$ cat config.mk
export PLATFORM = sky130hd
export DESIGN_NAME = regfile_dump_reader_flat
export DESIGN_NICKNAME = d
export VERILOG_FILES = /design/src/rtl/regfile_pkg.sv /design/src/rtl/regfile_dump_reader_if.sv /design/src/rtl/regfile_dump_reader.sv /design/src/flat_wrapper.sv
export SDC_FILE = /design/constraint.sdc
export NUM_CORES = 1
export LEC_CHECK = 0
export ABC_AREA = 1
export ABC_CLOCK_PERIOD_IN_PS = 1600
export CAP_MARGIN = 10
export CORE_ASPECT_RATIO = 0.6
export CORE_MARGIN = 2
export CORE_UTILIZATION = 42
export DETAILED_ROUTE_END_ITERATION = 10
export PLACE_DENSITY = 0.79
export SYNTH_ARGS = -nofsm -noshare
export SYNTH_HDL_FRONTEND = slang
export SYNTH_SLANG_ARGS = --single-unit
export TNS_END_PERCENT = 1
$ cat constraint.sdc
create_clock -name clk -period 1.6 [get_ports clk]
set_input_delay 0.24 -clock clk [delete_from_list [all_inputs] [get_ports clk]]
set_output_delay 0.24 -clock clk [all_outputs]
set_load 0.01 [all_outputs]
$ cat src/rtl/regfile_pkg.sv
// regfile_pkg: register file geometry and dump sequencer state encoding.
package regfile_pkg;
   localparam int REG_DATA_W = 32;
   localparam int REG_ADDR_W = 5;
   localparam int REG_COUNT  = 32;
   typedef enum logic [1:0] {IDLE, LOAD, SEND} dump_state_e;
endpackage

$ cat src/rtl/regfile_dump_reader_if.sv
// regfile_dump_reader_if: {addr,data,last} word stream with valid/ready handshake.
interface regfile_dump_reader_if #(
   parameter int DATA_W = 32,
   parameter int ADDR_W = 5
);
   logic              valid;
   logic              ready;
   logic              last;
   logic [ADDR_W-1:0] addr;
   logic [DATA_W-1:0] data;
   modport master (output valid, last, addr, data, input ready);
   modport slave  (input valid, last, addr, data, output ready);
endinterface

$ cat src/rtl/regfile_dump_reader.sv
// regfile_dump_reader: walks every register through one read port and streams {addr,data}.
// Optional XOR checksum of the dumped words when DUMP_CHECKSUM_EN is defined.
module regfile_dump_reader
   import regfile_pkg::*;
#(
   parameter int DATA_W   = REG_DATA_W,
   parameter int ADDR_W   = REG_ADDR_W,
   parameter int NUM_REGS = REG_COUNT
) (
   input  logic                  clk,
   input  logic                  rst,
   input  logic                  start_i,
   output logic [ADDR_W-1:0]     rd_addr_o,
   input  logic [DATA_W-1:0]     rd_data_i,
   regfile_dump_reader_if.master out_if,
   output logic                  busy_o,
   output logic                  done_o
`ifdef DUMP_CHECKSUM_EN
   ,
   output logic [DATA_W-1:0]     checksum_o
`endif
);
   localparam logic [ADDR_W-1:0] LAST_IDX = ADDR_W'(NUM_REGS - 1);
   dump_state_e       state_q, state_d;
   logic [ADDR_W-1:0] idx_q, idx_d, addr_q, addr_d;
   logic [DATA_W-1:0] data_q, data_d, chk_q, chk_d;
   logic              valid_q, valid_d, last_q, last_d, done_q, done_d;
   logic              acc;
   assign acc = valid_q & out_if.ready;
   always_ff @(posedge clk or posedge rst) begin
      if (rst) begin
         state_q <= IDLE;
         idx_q   <= '0;
         addr_q  <= '0;
         data_q  <= '0;
         chk_q   <= '0;
         valid_q <= 1'b0;
         last_q  <= 1'b0;
         done_q  <= 1'b0;
      end else begin
         state_q <= state_d;
         idx_q   <= idx_d;
         addr_q  <= addr_d;
         data_q  <= data_d;
         chk_q   <= chk_d;
         valid_q <= valid_d;
         last_q  <= last_d;
         done_q  <= done_d;
      end
   end
   always_comb begin
      state_d = (state_q == IDLE) ? (start_i ? LOAD : IDLE) :
                (state_q == LOAD) ? SEND :
                acc ? (last_q ? IDLE : LOAD) : SEND;
   end
   // Index returns to 0 on the final accept, so IDLE always reads address 0.
   always_comb begin
      idx_d   = (state_q == SEND && acc) ? (last_q ? '0 : idx_q + ADDR_W'(1)) : idx_q;
      addr_d  = (state_q == LOAD) ? idx_q : addr_q;
      data_d  = (state_q == LOAD) ? rd_data_i : data_q;
      last_d  = (state_q == LOAD) ? (idx_q == LAST_IDX) : (acc ? 1'b0 : last_q);
      valid_d = (state_q == LOAD) | (valid_q & ~acc);
      done_d  = (state_q == SEND) & acc & last_q;
      chk_d   = (state_q == IDLE && start_i) ? '0 : acc ? (chk_q ^ data_q) : chk_q;
   end
   assign rd_addr_o    = idx_q;
   assign out_if.valid = valid_q;
   assign out_if.last  = last_q;
   assign out_if.addr  = addr_q;
   assign out_if.data  = data_q;
   assign busy_o       = (state_q != IDLE);
   assign done_o       = done_q;
`ifdef DUMP_CHECKSUM_EN
   assign checksum_o   = chk_q;
`else
   logic unused_chk;
   assign unused_chk = ^chk_q;
`endif
endmodule

$ cat src/flat_wrapper.sv
// flat-port wrapper written by rule: the top's interface ports become plain ports
module regfile_dump_reader_flat import regfile_pkg::*;
#(
   parameter int DATA_W   = REG_DATA_W,
   parameter int ADDR_W   = REG_ADDR_W,
   parameter int NUM_REGS = REG_COUNT
)
  (clk, rst, start_i, rd_addr_o, rd_data_i, busy_o, done_o, out_if_valid, out_if_last, out_if_addr, out_if_data, out_if_ready);
  regfile_dump_reader_if #(.DATA_W(DATA_W), .ADDR_W(ADDR_W)) out_if_i ();
  input  logic clk;
  input  logic rst;
  input  logic start_i;
  output logic [ADDR_W-1:0] rd_addr_o;
  input  logic [DATA_W-1:0] rd_data_i;
  output logic busy_o;
  output logic done_o;
  output wire logic [$bits(out_if_i.valid)-1:0] out_if_valid;
  output wire logic [$bits(out_if_i.last)-1:0] out_if_last;
  output wire logic [$bits(out_if_i.addr)-1:0] out_if_addr;
  output wire logic [$bits(out_if_i.data)-1:0] out_if_data;
  input wire logic [$bits(out_if_i.ready)-1:0] out_if_ready;
  assign out_if_valid = out_if_i.valid;
  assign out_if_last = out_if_i.last;
  assign out_if_addr = out_if_i.addr;
  assign out_if_data = out_if_i.data;
  assign out_if_i.ready = out_if_ready;
  regfile_dump_reader #(.DATA_W(DATA_W), .ADDR_W(ADDR_W), .NUM_REGS(NUM_REGS)) u_core (.clk(clk), .rst(rst), .start_i(start_i), .rd_addr_o(rd_addr_o), .rd_data_i(rd_data_i), .out_if(out_if_i), .busy_o(busy_o), .done_o(done_o));
endmodule
==> impl_metrics.csv, run 1 <==
group,metric,value,unit
logic_synthesis,syn_area,1960,µm²
setup_path,r2r_slack,0.29,ns
setup_path,end_kind,"output pin",
final_layout,areaGrowthSynthToFinish,49.6,%
global_routing,track_usage,19.2,%
logic_synthesis,ys_warn_count,0,
clocking,cts_buffers,5,
logic_synthesis,synth_area_leaders,"dfrtp_1 60%, nand2_1 15%, nand3_1 9.7%, buf_6 2.9%, inv_1 2.1%",
drt,wl,4.64,mm
setup_path,worst-path-stages,1,
drt,ant_nets,0,
logic_synthesis,synth_cells,211,
sta,report.final.slew_viol_count,0,
setup_path,crit_path_cell_trace,"clkdlybuf4s50_1",
sta,fin_crit,1.53,ns
setup_path,cp_num_buf_inv,1,
logic_synthesis,synth-seq-cells,47,
die,initial_utilization,43.3,%
setup_path,cp.arrival,1.29,ns
final_layout,nets,331,
sta,setup_tns,0,ns
sta,hold_viol_final,0,
global_routing,grt_max_degree,47,
global_routing,antenna_found_initial,0,
setup_path,slowest_delay,0.57,ns
logic_synthesis,synth.net_count,249,
setup_path,critPathLaunchType,"register",
job,cap_violations,0,
drt,drc,0,
logic_synthesis,synth-seq-area-share,59.9,%
setup_path,path_class,"reg2out",
sta,whs,0.240,ns
sta,skew,0.00871,ns
final_layout,antenna_cells,0,
die,io_pins,82,
sta,tightest_slew,0.394,ns
place,place.gp.congestion,0.792,
logic_synthesis,synth_cell_types,18,
setup_path,worstPathRequired,1.36,ns
sta,finalCritPeriodShare,95.8,%
sta,rsz0062_at_grt,"false",
final_layout,final_cells,357,
die,fp.dieH,57.0,µm
die,core_area,4540,µm²
clocking,clk_pin_slew,0.09,ns
logic_synthesis,ys_top_cells_by_count,"80 x nand2_1, 47 x dfrtp_1, 38 x nand3_1",
setup_path,worstPathMaxFanout,5,
drt,via_per_inst,4.71,
place,port_buffers,81,
hold_path,hold_path_class,"in2async",
clocking,cts_tree,"built",
sta,relSlewSlack,73.7,%
place,hpwl,3.25,mm
pwr,power-per-cell-area,1880,nW/µm²
logic_synthesis,ys.flop_type,"dfrtp_1",
clocking,clock_latency,0.29,ns
pwr,p_leak,1.41,nW
die,rows,19,
pwr,power,5.53,mW
clocking,cts_root_buf,"clkbuf_8",
global_routing,grt_pass1_wl,7.96,mm
die,die_area,5260,µm²
logic_synthesis,synth_edf_count,0,
sta,setup_violations,0,
drt,dr.pass1.iters,4,
drt,drt-initial-drc-count,77,
pwr,ir_drop,0.000870,V
clocking,max-clock-path-buffers,2,
drt,vias,1683,
global_routing,grt.overflow.total,0,
drt,wire_per_inst,13.0,µm
global_routing,grt_pass1_vias,1666,
clocking,cts.sinks,47,
run_status,outcome,"complete, no violations",
final_layout,drive_above_1_share,6.80,%
place,placed_cells,348,
clocking,htree_levels,2,
logic_synthesis,synth_top_cell_area_share,59.9,%
setup_path,critical-path-top-delay-family,"buffers and inverters",
logic_synthesis,synthArstFlopShare,100,%
logic_synthesis,yosys.area.top_type,"dfrtp_1",
clocking,ctsHoldBuffers,0,
sta,max_freq,652,MHz
die,die_w,92.3,µm
setup_path,reg2reg_depth,4,
logic_synthesis,avgSynthCellArea,9.31,µm²
logic_synthesis,yosysMostFrequentCell,"nand2_1",
setup_path,cp_slowest_cell,"clkdlybuf4s50_1",
[registers in the layout, indices dropped and copies added, names as in the netlist]
register	flops
u_core.out_if.data	32
u_core.out_if.addr	5
u_core.out_if.last	1
u_core.done_o	1
u_core.rd_addr_o	5
u_core.state_q	2
u_core.out_if.valid	1
[path summary, 6_finish.rpt]
kind	from	to
max reg2reg	u_core.state_q[0]	u_core.out_if.addr[0]
max in group asynchronous	rst	u_core.state_q[1]
min reg2reg	u_core.out_if.data[4]	u_core.out_if.data[4]
min	rst	u_core.out_if.data[16]
min in group clk	u_core.out_if.data[4]	u_core.out_if.data[4]
max	u_core.out_if.last	out_if_last
[metrics by stage]
step | util, % | worst slack (ns) | instance area, µm²
2_1_floorplan | - | 0.244 | 1960
3_3_place_gp | 62.2 | 0.204 | 2820
3_5_place_dp | 62.2 | 0.181 | 2820
4_1_cts | 64.6 | 0.00155 | 2940
5_1_grt | 64.7 | 0.0150 | 2940
6_report | 64.7 | 0.0668 | 2940
[layout by cell type (no fill, tap or decap), drive strengths merged]
cell type      netlist  layout
buf                 11       5
nand3               38      38
dlymetal6s2s         0       1
dfrtp               47      47
clkdlybuf4s50        0      80
o31ai                1       1
nor2                 4       4
inv                 13      13
ha                   2       2
clkbuf               0       7
clkinvlp             0       1
nor3                 1       1
nand2               82      82
o21ai               10      10
a21oi                2       2
[power by group]
| part | switching (mW) | internal [mW] | total (mW) | leakage, nW |
|---|---|---|---|---|
| combinational | 1.34 | 1.34 | 2.68 | 0.771 |
| sequential | 0.335 | 1.73 | 2.07 | 0.587 |
| clock | 0.386 | 0.393 | 0.779 | 0.0505 |
| total | 2.06 | 3.47 | 5.53 | 1.41 |
[metal layers]
metal	up-vias	part of all wire, %	global-route usage (%)
li1	837	-	-
met1	781	50	29.0
met2	63	40	27.4
met3	2	9.5	6.87
met4	0	0.22	3.20
met5	-	0	0
[logic make-up after synthesis]
family	count (synthesis)	share of synthesized area (%)
buffers and inverters	24	7.01
flip-flops	47	59.9
AND/OR/NAND/NOR	125	28.4
AO/OA/AOI/OAI	13	3.44
adder cells (fa/ha/maj)	2	1.27
[area by class of cell]
cell class | count | area, µm²
clock inverters | 1 | 7.51
inverters | 13 | 51.3
flip-flops and latches | 47 | 1180
clock buffers | 7 | 96.3
fillers | 392 | 1600
repair buffers | 86 | 876
multi-input cells | 140 | 651
well taps | 63 | 78.8
[timing repair]
item,4_1_cts,5_1_grt
setup buffers,1,0
endpoints found under the setup margin,1,1
resized for setup,1,1
(Power assumes the default switching activity.)
==> inputs of run 2 (changes only) <==
--- a/config.mk
+++ b/config.mk
@@ -6,13 +6,13 @@
 export NUM_CORES = 1
 export LEC_CHECK = 0
 export ABC_AREA = 1
-export ABC_CLOCK_PERIOD_IN_PS = 1600
+export ABC_CLOCK_PERIOD_IN_PS = 1400
 export CAP_MARGIN = 10
 export CORE_ASPECT_RATIO = 0.6
 export CORE_MARGIN = 2
-export CORE_UTILIZATION = 42
+export CORE_UTILIZATION = 38
 export DETAILED_ROUTE_END_ITERATION = 10
-export PLACE_DENSITY = 0.79
+export PLACE_DENSITY = 0.75
 export SYNTH_ARGS = -nofsm -noshare
 export SYNTH_HDL_FRONTEND = slang
 export SYNTH_SLANG_ARGS = --single-unit
==> constraint.sdc (replaced) <==
create_clock -name clk -period 1.4 [get_ports clk]
set_input_delay 0.21 -clock clk [delete_from_list [all_inputs] [get_ports clk]]
set_output_delay 0.21 -clock clk [all_outputs]
set_load 0.01 [all_outputs]
==> run 2 against run 1 <==
  * Flip-flop and latch count unchanged
  * Register-to-register slack got worse by 0.19 ns
  * Non-clock buffer count unchanged
  * Worst hold slack improved by 0.014 ns
  * Global-route usage decreased by 2.9 points
  * Critical path depth unchanged
  * Critical path type unchanged
  * Largest cell class unchanged
  * Highest routed layer is now met3
==> impl_metrics.csv, run 2 (synthesis gave the netlist of run 1 again) <==
group,metric,value,unit
pwr,pwr-share-clk,13.5,%
die,core_area,5030,µm²
final_layout,drive_above_1_share,6.80,%
setup_path,cp_num_buf_inv,1,
die,fp.dieH,59.7,µm
final_layout,final_common_cell,"nand2_1",
clocking,cts_tree,"built",
pwr,power,5.87,mW
drt,drt-initial-drc-count,84,
drt,vias,1666,
drt,dr.pass1.iters,4,
clocking,clk_pin_slew,0.09,ns
sta,relSlewSlack,73.6,%
setup_path,cp_slowest_cell,"clkdlybuf4s50_1",
sta,report.final.slew_viol_count,0,
final_layout,areaGrowthSynthToFinish,47.1,%
run_status,outcome,"complete, no violations",
die,die_w,96.8,µm
clocking,cts.sinks,47,
place,place.gp.congestion,0.742,
setup_path,critical-path-top-delay-family,"buffers and inverters",
clocking,cts_buffers,5,
final_layout,final_cells,360,
setup_path,end_kind,"output pin",
final_layout,regArea,1180,µm²
sta,setup_tns,0,ns
die,rows,20,
sta,hold_viol_final,0,
sta,skew,0.00531,ns
sta,tightest_slew,0.397,ns
setup_path,worstPathMaxFanout,1,
setup_path,slowest_delay,0.52,ns
setup_path,cp.arrival,1.14,ns
pwr,p_switching,2.35,mW
place,placed_cells,352,
clocking,postCtsSetupBuffers,0,
final_layout,nets,331,
pwr,comb_power_share,46.6,%
global_routing,track_usage,16.3,%
die,initial_utilization,39.1,%
global_routing,grt_max_degree,47,
global_routing,antenna_found_initial,0,
clocking,max-clock-path-buffers,2,
setup_path,r2r_slack,0.10,ns
sta,max_freq,740,MHz
global_routing,grt.overflow.total,0,
pwr,sw_frac_of_total,40.0,%
die,io_pins,82,
place,hpwl,3.23,mm
hold_path,hold_path_class,"in2async",
final_layout,final_cell_mix,"80 x nand2_1, 47 x dfrtp_1, 38 x nand3_1",
final_layout,antenna_cells,0,
sta,finalCritPeriodShare,96.5,%
final_layout,fin_util,57.5,%
setup_path,worstPathRequired,1.19,ns
final_layout,multi_input_area,658,µm²
drt,ant_nets,0,
pwr,power-per-cell-area,2030,nW/µm²
clocking,clock_latency,0.29,ns
sta,fin_crit,1.35,ns
final_layout,largest_reg_flops,32,
setup_path,path_class,"reg2out",
drt,via_per_inst,4.63,
clocking,htree_levels,2,
drt,wl,4.68,mm
pwr,p_leak,1.59,nW
drt,drc,0,
drt,wire_per_inst,13.0,µm
final_layout,fin_area,2890,µm²
setup_path,crit_path_cell_trace,"clkdlybuf4s50_1",
place,dpl_cell_area,2810,µm²
global_routing,grt_pass1_vias,1484,
job,cap_violations,0,
global_routing,grt_pass1_wl,7.50,mm
pwr,ir_drop,0.000812,V
setup_path,critPathLaunchType,"register",
pwr,pwr-share-seq,39.9,%
clocking,cts_root_buf,"clkbuf_8",
pwr,intPower,3.52,mW
final_layout,fillers,467,
place,port_buffers,81,
die,die_area,5780,µm²
sta,setup_violations,0,
[run 2: cell count changes in the layout (fill, tap and decap cells not counted), moves of 2 or more]
cell / previous run / this run
clkdlybuf4s50_1: 80 / 36
dlygate4sd2_1: 0 / 35
dlymetal6s2s_1: 1 / 10
buf_12: 2 / 0
clkbuf_8: 7 / 5
[run 2: path summary, 6_finish.rpt]
path                                  startpoint                endpoint  cells past startpoint
setup / recovery                   u_core.done_o                  done_o                      1
hold / removal                               rst       u_core.state_q[0]                      3
setup reg to reg             u_core.rd_addr_o[1]     u_core.rd_addr_o[4]                      6
hold reg to reg            u_core.out_if.data[6]   u_core.out_if.data[6]                      2
max in group asynchronous                    rst  u_core.out_if.data[26]                      3
min in group clk                   rd_data_i[22]  u_core.out_if.data[22]                      3
[run 2: power by group through the flow]
stage / clock [mW] / sequential, mW / combinational [mW]
2_1_floorplan: 0 / 2.63 / 1.30
3_3_place_gp: 0 / 2.38 / 3.01
3_5_place_dp: 0 / 2.38 / 3.09
4_1_cts: 0.822 / 2.35 / 2.78
5_1_grt: 0.886 / 2.43 / 3.03
6_report: 0.793 / 2.34 / 2.74
[run 2: what timing repair did]
| item | in CTS | in global routing |
|---|---|---|
| gates resized for setup | 36 | 13 |
| endpoints found under the setup margin | 41 | 16 |
| pin swaps | 0 | 1 |
| hold buffers | 0 | 0 |
[run 2: layout make-up]
| cell class | count | area share [%] |
|---|---|---|
| Clock buffer | 6 | 2.51 |
| Clock inverter | 2 | 0.433 |
| Inverter | 13 | 1.77 |
| Multi-Input combinational cell | 140 | 22.8 |
| Sequential cell | 47 | 40.7 |
| Tap cell | 66 | 2.86 |
| Timing Repair Buffer | 86 | 29.0 |
[run 2: layer usage]
| layer | vias to the layer above | wire length [µm] | global-route usage, % |
|---|---|---|---|
| met5 | - | 0 | 0 |
| met4 | 0 | 0 | 1.81 |
| met3 | 0 | 342 | 6.20 |
| met2 | 58 | 1910 | 23.9 |
| met1 | 767 | 2430 | 24.0 |
| li1 | 841 | - | - |
[run 2: through the flow]
step	hold WS (ns)	setup WS, ns
after global placement	0.452	0.0282
final	0.253	0.0487
after floorplan	0.317	0.0739
after CTS	0.264	0.000504
after detailed placement	0.457	-0.0177
after global routing	0.273	-0.000895
